--- src/rtl/sha224_hex_streamer.sv ---
// Converts SHA-224 digests into an ASCII hex byte stream with valid/ready handshake.
// Two-entry digest buffer; all outputs are registered from next-state logic.
module sha224_hex_streamer #(
  parameter int LF_EN = 1,
  parameter int UPPER = 0
) (
  input  logic         clk,
  input  logic         rstn,
  input  logic         ivalid,
  input  logic [31:0]  iid,
  input  logic [223:0] isha,
  output logic         ovalid,
  input  logic         oready,
  output logic         olast,
  output logic [31:0]  oid,
  output logic [7:0]   odata,
  output logic         ovf,
  output logic [15:0]  drop_cnt
);

  localparam logic [5:0] LAST_IDX = (LF_EN != 0) ? 6'd56 : 6'd55;

  logic [255:0] mem_r [2];
  logic         wr_ptr_r;
  logic         rd_ptr_r;
  logic [1:0]   count_r;
  logic [5:0]   idx_r;
  logic         ovalid_r;
  logic         olast_r;
  logic [31:0]  oid_r;
  logic [7:0]   odata_r;
  logic         ovf_r;
  logic [15:0]  drop_cnt_r;

  logic         xfer_s;
  logic         last_s;
  logic         full_s;
  logic         push_s;
  logic         drop_s;
  logic [5:0]   idx_nxt_s;
  logic [255:0] mem_nxt_s [2];
  logic         wr_ptr_nxt_s;
  logic         rd_ptr_nxt_s;
  logic [1:0]   count_nxt_s;
  logic [255:0] head_nxt_s;
  logic         ovalid_nxt_s;
  logic         olast_nxt_s;
  logic [31:0]  oid_nxt_s;
  logic [7:0]   odata_nxt_s;
  logic [15:0]  drop_cnt_nxt_s;

  function automatic logic [7:0] hex_ascii(input logic [3:0] nib);
    logic [7:0] c;
    if (nib < 4'd10) begin
      c = 8'h30 + {4'h0, nib};
    end else if (UPPER != 0) begin
      c = 8'h37 + {4'h0, nib};
    end else begin
      c = 8'h57 + {4'h0, nib};
    end
    return c;
  endfunction

  // Index 56 only exists with the line feed enabled, so anything past 55 is LF.
  function automatic logic [7:0] frame_byte(input logic [223:0] sha, input logic [5:0] n);
    logic [223:0] sh;
    logic [7:0]   c;
    sh = sha << {n, 2'b00};
    if (n > 6'd55) begin
      c = 8'h0A;
    end else begin
      c = hex_ascii(sh[223:220]);
    end
    return c;
  endfunction

  // Handshake, buffer bookkeeping and next-cycle output values.
  always_comb begin
    xfer_s       = (count_r != 2'd0) && oready;
    last_s       = xfer_s && (idx_r == LAST_IDX);
    full_s       = (count_r == 2'd2);
    // A pop on the final byte frees a slot for a same-cycle write.
    push_s       = ivalid && (!full_s || last_s);
    drop_s       = ivalid && full_s && !last_s;

    if (last_s) begin
      idx_nxt_s = 6'd0;
    end else if (xfer_s) begin
      idx_nxt_s = idx_r + 6'd1;
    end else begin
      idx_nxt_s = idx_r;
    end

    mem_nxt_s[0] = mem_r[0];
    mem_nxt_s[1] = mem_r[1];
    if (push_s) begin
      mem_nxt_s[wr_ptr_r] = {iid, isha};
    end else begin
      mem_nxt_s[wr_ptr_r] = mem_r[wr_ptr_r];
    end

    wr_ptr_nxt_s = wr_ptr_r ^ push_s;
    rd_ptr_nxt_s = rd_ptr_r ^ last_s;
    count_nxt_s  = count_r + {1'b0, push_s} - {1'b0, last_s};
    head_nxt_s   = mem_nxt_s[rd_ptr_nxt_s];
    ovalid_nxt_s = (count_nxt_s != 2'd0);

    if (ovalid_nxt_s) begin
      odata_nxt_s = frame_byte(head_nxt_s[223:0], idx_nxt_s);
      olast_nxt_s = (idx_nxt_s == LAST_IDX);
      oid_nxt_s   = head_nxt_s[255:224];
    end else begin
      odata_nxt_s = 8'h00;
      olast_nxt_s = 1'b0;
      oid_nxt_s   = 32'd0;
    end

    if (drop_s && (drop_cnt_r != 16'hFFFF)) begin
      drop_cnt_nxt_s = drop_cnt_r + 16'd1;
    end else begin
      drop_cnt_nxt_s = drop_cnt_r;
    end
  end

  // State and output registers.
  always_ff @(posedge clk or negedge rstn) begin
    if (!rstn) begin
      mem_r[0]   <= 256'd0;
      mem_r[1]   <= 256'd0;
      wr_ptr_r   <= 1'b0;
      rd_ptr_r   <= 1'b0;
      count_r    <= 2'd0;
      idx_r      <= 6'd0;
      ovalid_r   <= 1'b0;
      olast_r    <= 1'b0;
      oid_r      <= 32'd0;
      odata_r    <= 8'h00;
      ovf_r      <= 1'b0;
      drop_cnt_r <= 16'd0;
    end else begin
      mem_r[0]   <= mem_nxt_s[0];
      mem_r[1]   <= mem_nxt_s[1];
      wr_ptr_r   <= wr_ptr_nxt_s;
      rd_ptr_r   <= rd_ptr_nxt_s;
      count_r    <= count_nxt_s;
      idx_r      <= idx_nxt_s;
      ovalid_r   <= ovalid_nxt_s;
      olast_r    <= olast_nxt_s;
      oid_r      <= oid_nxt_s;
      odata_r    <= odata_nxt_s;
      ovf_r      <= drop_s;
      drop_cnt_r <= drop_cnt_nxt_s;
    end
  end

  assign ovalid   = ovalid_r;
  assign olast    = olast_r;
  assign oid      = oid_r;
  assign odata    = odata_r;
  assign ovf      = ovf_r;
  assign drop_cnt = drop_cnt_r;

endmodule

--- config.mk ---
export PLATFORM = sky130hd
export DESIGN_NAME = sha224_hex_streamer
export DESIGN_NICKNAME = d
export VERILOG_FILES = /design/src/rtl/sha224_hex_streamer.sv
export SDC_FILE = /design/constraint.sdc
export NUM_CORES = 1
export LEC_CHECK = 0
export ABC_AREA = 0
export BUFFER_PORTS_ARGS = -buffer_cell sky130_fd_sc_hd__buf_4
export CAP_MARGIN = 20
export CORE_UTILIZATION = 45
export CTS_CLUSTER_SIZE = 25
export DETAILED_ROUTE_END_ITERATION = 8
export PLACE_DENSITY_LB_ADDON = 0.2
export SETUP_SLACK_MARGIN = 0.3
export SLEW_MARGIN = 15
export SYNTH_ARGS = -nofsm -noshare
export SYNTH_HDL_FRONTEND = slang
export SYNTH_SLANG_ARGS = --single-unit
--- constraint.sdc ---
create_clock -name clk -period 5.4 [get_ports clk]
set_input_delay 0.54 -clock clk [delete_from_list [all_inputs] [get_ports clk]]
set_output_delay 0.54 -clock clk [all_outputs]
set_load 0.02 [all_outputs]
==> reports/qor.json <==
{
  "run_status": "finished, violations left",
  "violated_checks": "negative hold slack",
  "crit_chain": "inv_1 -> ha_1 -> and4b_1 -> nand3_4 -> inv_4 -> buf_4 -> xnor2_4 -> buf_4 -> a211o_1 -> o211a_1 -> nor4_1 -> nor4_1 -> buf_4 -> o32ai_2 -> a21boi_2 -> buf_4 -> nand2_1 -> a21oi_1",
  "ys_seq_area_share_pct": 52.35,
  "grt_start_max_net_pins": 163,
  "detailedRoute.firstPassIterationCount": 7,
  "die-height_um": 250.2,
  "hpwl_um": 66050,
  "ant_nets": 0,
  "clk_root_buffer_cell": "clkbuf_16",
  "n_fill_cell": 5266,
  "clk_latency_ns": 0.61,
  "setup.reg_to_reg.worst_slack_ns": 0.53,
  "worst_case_reg_to_reg_path_depth": 18,
  "max_clock_freq_mhz": 205.3,
  "register_bit_total_from_synthesis": 580,
  "layout_cells_sized_above_1_pct": 28.31,
  "most_common_library_cell_in_the_layout_ignoring_fill_and_taps": "nand2_1",
  "dr.first_iter.drc_count": 2475,
  "yosysWarningCount": 0,
  "clk_path_buf_depth": 3,
  "vias_per_cell": 5.936,
  "fp-row-count": 90,
  "max_slew_headroom_pct": 26.17,
  "worst_r2r_startpoint": "idx_r[1]",
  "path_max_fanout": 52,
  "setup_repair_after_global_routing_missed_its_margin": "no",
  "critical_path.most_common_cell": "buf_4",
  "cts_htree_levels": 3,
  "max_stage_delay_ns": 0.61,
  "ir_worst_vdd_uv": 253.8,
  "ys_types": 105,
  "synth_largest_area_cell": "dfrtp_1",
  "routed_wire_length_per_instance_um": 24.53,
  "syn-instance-count": 2763,
  "synth_top_area_share_pct": 52.35,
  "clk_transition_reported_paths_ns": 0.06,
  "syn_area_um2": 27720,
  "class_of_the_most_critical_setup_path": "register to register",
  "cts-buffers-inserted": 66,
  "post_layout_min_period_ns": 4.870,
  "die_width_um": 250.2,
  "finalMaxSlewViolations": 0,
  "grt_first_pass_wirelength_um": 144400,
  "timing.final.hold_violations": 5,
  "setup.worst_path.start_class": "register",
  "worst_clock_skew_ns": 0.02471,
  "timing.max_cap.violations": 0,
  "track_usage_pct": 30.32,
  "detailroute.via_count": 23160,
  "tightestPinTransition_ns": 1.107,
  "end_kind": "register",
  "fp.coreArea_um2": 60580,
  "gp_congestion": 0.9637,
  "layout_setup_ws_ns": 0.5302,
  "cts_tree": "built",
  "timing.critical_path.required_ns": 5.94,
  "drc_errors": 0,
  "post_synth_main_area_contributors": "dfrtp_1, mux2_2, nand2_1",
  "grt-ovfl-total": 0,
  "synth_nets": 3029,
  "final-setup-viol-count": 0,
  "worst_path_max_delay_cell": "nor4_1",
  "layout.cells.most_common_list": "nand2_1, dfrtp_1, buf_4",
  "signed_area_change_from_the_synthesized_netlist_to_the_final_layout_pct": 21.28,
  "power_density_nw_per_um2": 651.8,
  "avgSynthCellArea_um2": 10.03,
  "grt_pass1_vias": 22860,
  "synth_top_flop_cell": "dfrtp_1",
  "routed_wirelength_um": 95680,
  "hold_ws_ns": -0.007467,
  "antenna_cells_inserted": 0,
  "worstHoldPathType": "primary input to asynchronous set/reset pin",
  "power.leakage_nw": 15.44,
  "arrival_time_worst_endpoint_ns": 5.41,
  "final_nets": 3332,
  "start_util_pct": 45.76,
  "finalSetupTns_ns": 0,
  "place_ws_ns": 0.4559,
  "reg2reg_to": "odata[3]",
  "antenna_found_initial": 2,
  "port_buffers": 317,
  "fin_crit_sh_pct": 90.18,
  "synth_enable_flop_cells": 0,
  "boundaryPins": 319,
  "num_clock_sinks": 580,
  "die_area_um2": 62610,
  "synth_async_sr_flop_share_pct": 100.0
}
==> kinds of logic (layout without fill, tap and decap cells) <==
family,Yosys count,in the layout,share of synthesized area (%)
adders and majority gates,6,6,0.2708
xor gates and xnor gates,19,19,0.6680
other,1,1,0.01353
AOI/OAI and AO/OA,625,625,15.02
muxes,321,321,13.08
buffers and inverters,227,583,3.764
DFF,580,580,52.35
and+or+nand+nor,984,984,14.83
==> worst max-delay path, delay by kind of cell, from the launching register on <==
| kind | cells | cell delay [ns] |
|---|---|---|
| buffers and inverters | 6 | 1.15 |
| AOI/OAI and AO/OA | 5 | 1.24 |
| and+or+nand+nor | 5 | 1.74 |
| adders and majority gates | 1 | 0.18 |
| DFF | 1 | 0.37 |
| xor gates and xnor gates | 1 | 0.09 |
==> final cells by class <==
type	instances	area (um2)	share of cell area (%)
clock buffers	93	1973	5.868
clock inverters	28	440.4	1.310
inverters	33	126.4	0.3758
multi-input cells	1956	12200	36.29
flip-flops and latches	580	14510	43.17
well taps	782	978.4	2.910
repair buffers	429	3391	10.08
==> cells in the mapped netlist, types with 8 or more instances <==
library cell,n
a211oi_1,14
a21boi_0,10
a21o_1,15
a21oi_1,77
a22oi_1,18
a31oi_1,8
and3_1,19
buf_1,22
buf_2,52
buf_6,14
clkbuf_1,101
dfrtp_1,580
inv_1,27
mux2_2,292
mux2i_1,20
nand2_1,699
nand2b_1,8
nand3_1,23
nand4_1,10
nor2_1,121
nor3_1,38
nor4_1,14
o211ai_1,15
o21a_1,13
o21ai_0,167
o221ai_1,32
o22a_1,9
o22ai_1,144
or3_1,12
xnor2_1,15
==> power by group <==
group,internal (mW),total (mW),switching (mW),leakage (nW)
Combinational,3.86,9.62,5.76,7.21
Sequential,6.45,7.41,0.956,7.03
Clock,2.97,4.89,1.92,1.20
Total,13.3,21.9,8.64,15.4
==> registers in the layout (all words and copies together), names as in the netlist <==
name and count:
mem_r 512, rd_ptr_r 1, ovalid 1, oid 32, drop_cnt 16, idx_r 6
count_r 2, wr_ptr_r 1, ovf 1, olast 1, odata 7
==> per-layer routing <==
metal | share of wire (%) | global-route usage [%] | up-vias
met5 | 0.010 | 0 | -
met4 | 2.5 | 8.869 | 2
met3 | 8.5 | 6.381 | 142
met2 | 45 | 46.06 | 1012
met1 | 44 | 43.61 | 11640
li1 | - | - | 10360
==> what timing repair did <==
action	4_1_cts	5_1_grt
hold buffers	0	0
setup endpoints to repair	0	3
gates resized for setup	0	1
setup buffers	0	2
==> stage by stage <==
| stage | power (mW) | util, % | instances | cell area, um2 | hold slack, ns |
|---|---|---|---|---|---|
| finish | 21.92 | 55.50 | 3901 | 33620 | -0.007467 |
| global route | 23.06 | 55.50 | 3901 | 33620 | 0.05449 |
| CTS | 21.84 | 55.45 | 3899 | 33600 | 0.02752 |
| detailed placement | 16.90 | 51.47 | 3778 | 31180 | 0.4571 |
| global placement | 16.64 | 51.47 | 3778 | 31180 | 0.4478 |
| floorplan | 13.23 | - | 2763 | 27720 | 0.2444 |
==> how the worst max path moves through the flow <==
stage                        start       end
final                     idx_r[1]  odata[3]
after global routing      idx_r[1]  odata[0]
after CTS                 idx_r[1]  odata[1]
after detailed placement    oready  odata[1]
after global placement      oready  odata[1]
after floorplan           idx_r[1]  odata[1]
Power figures use the tool's default switching activity.
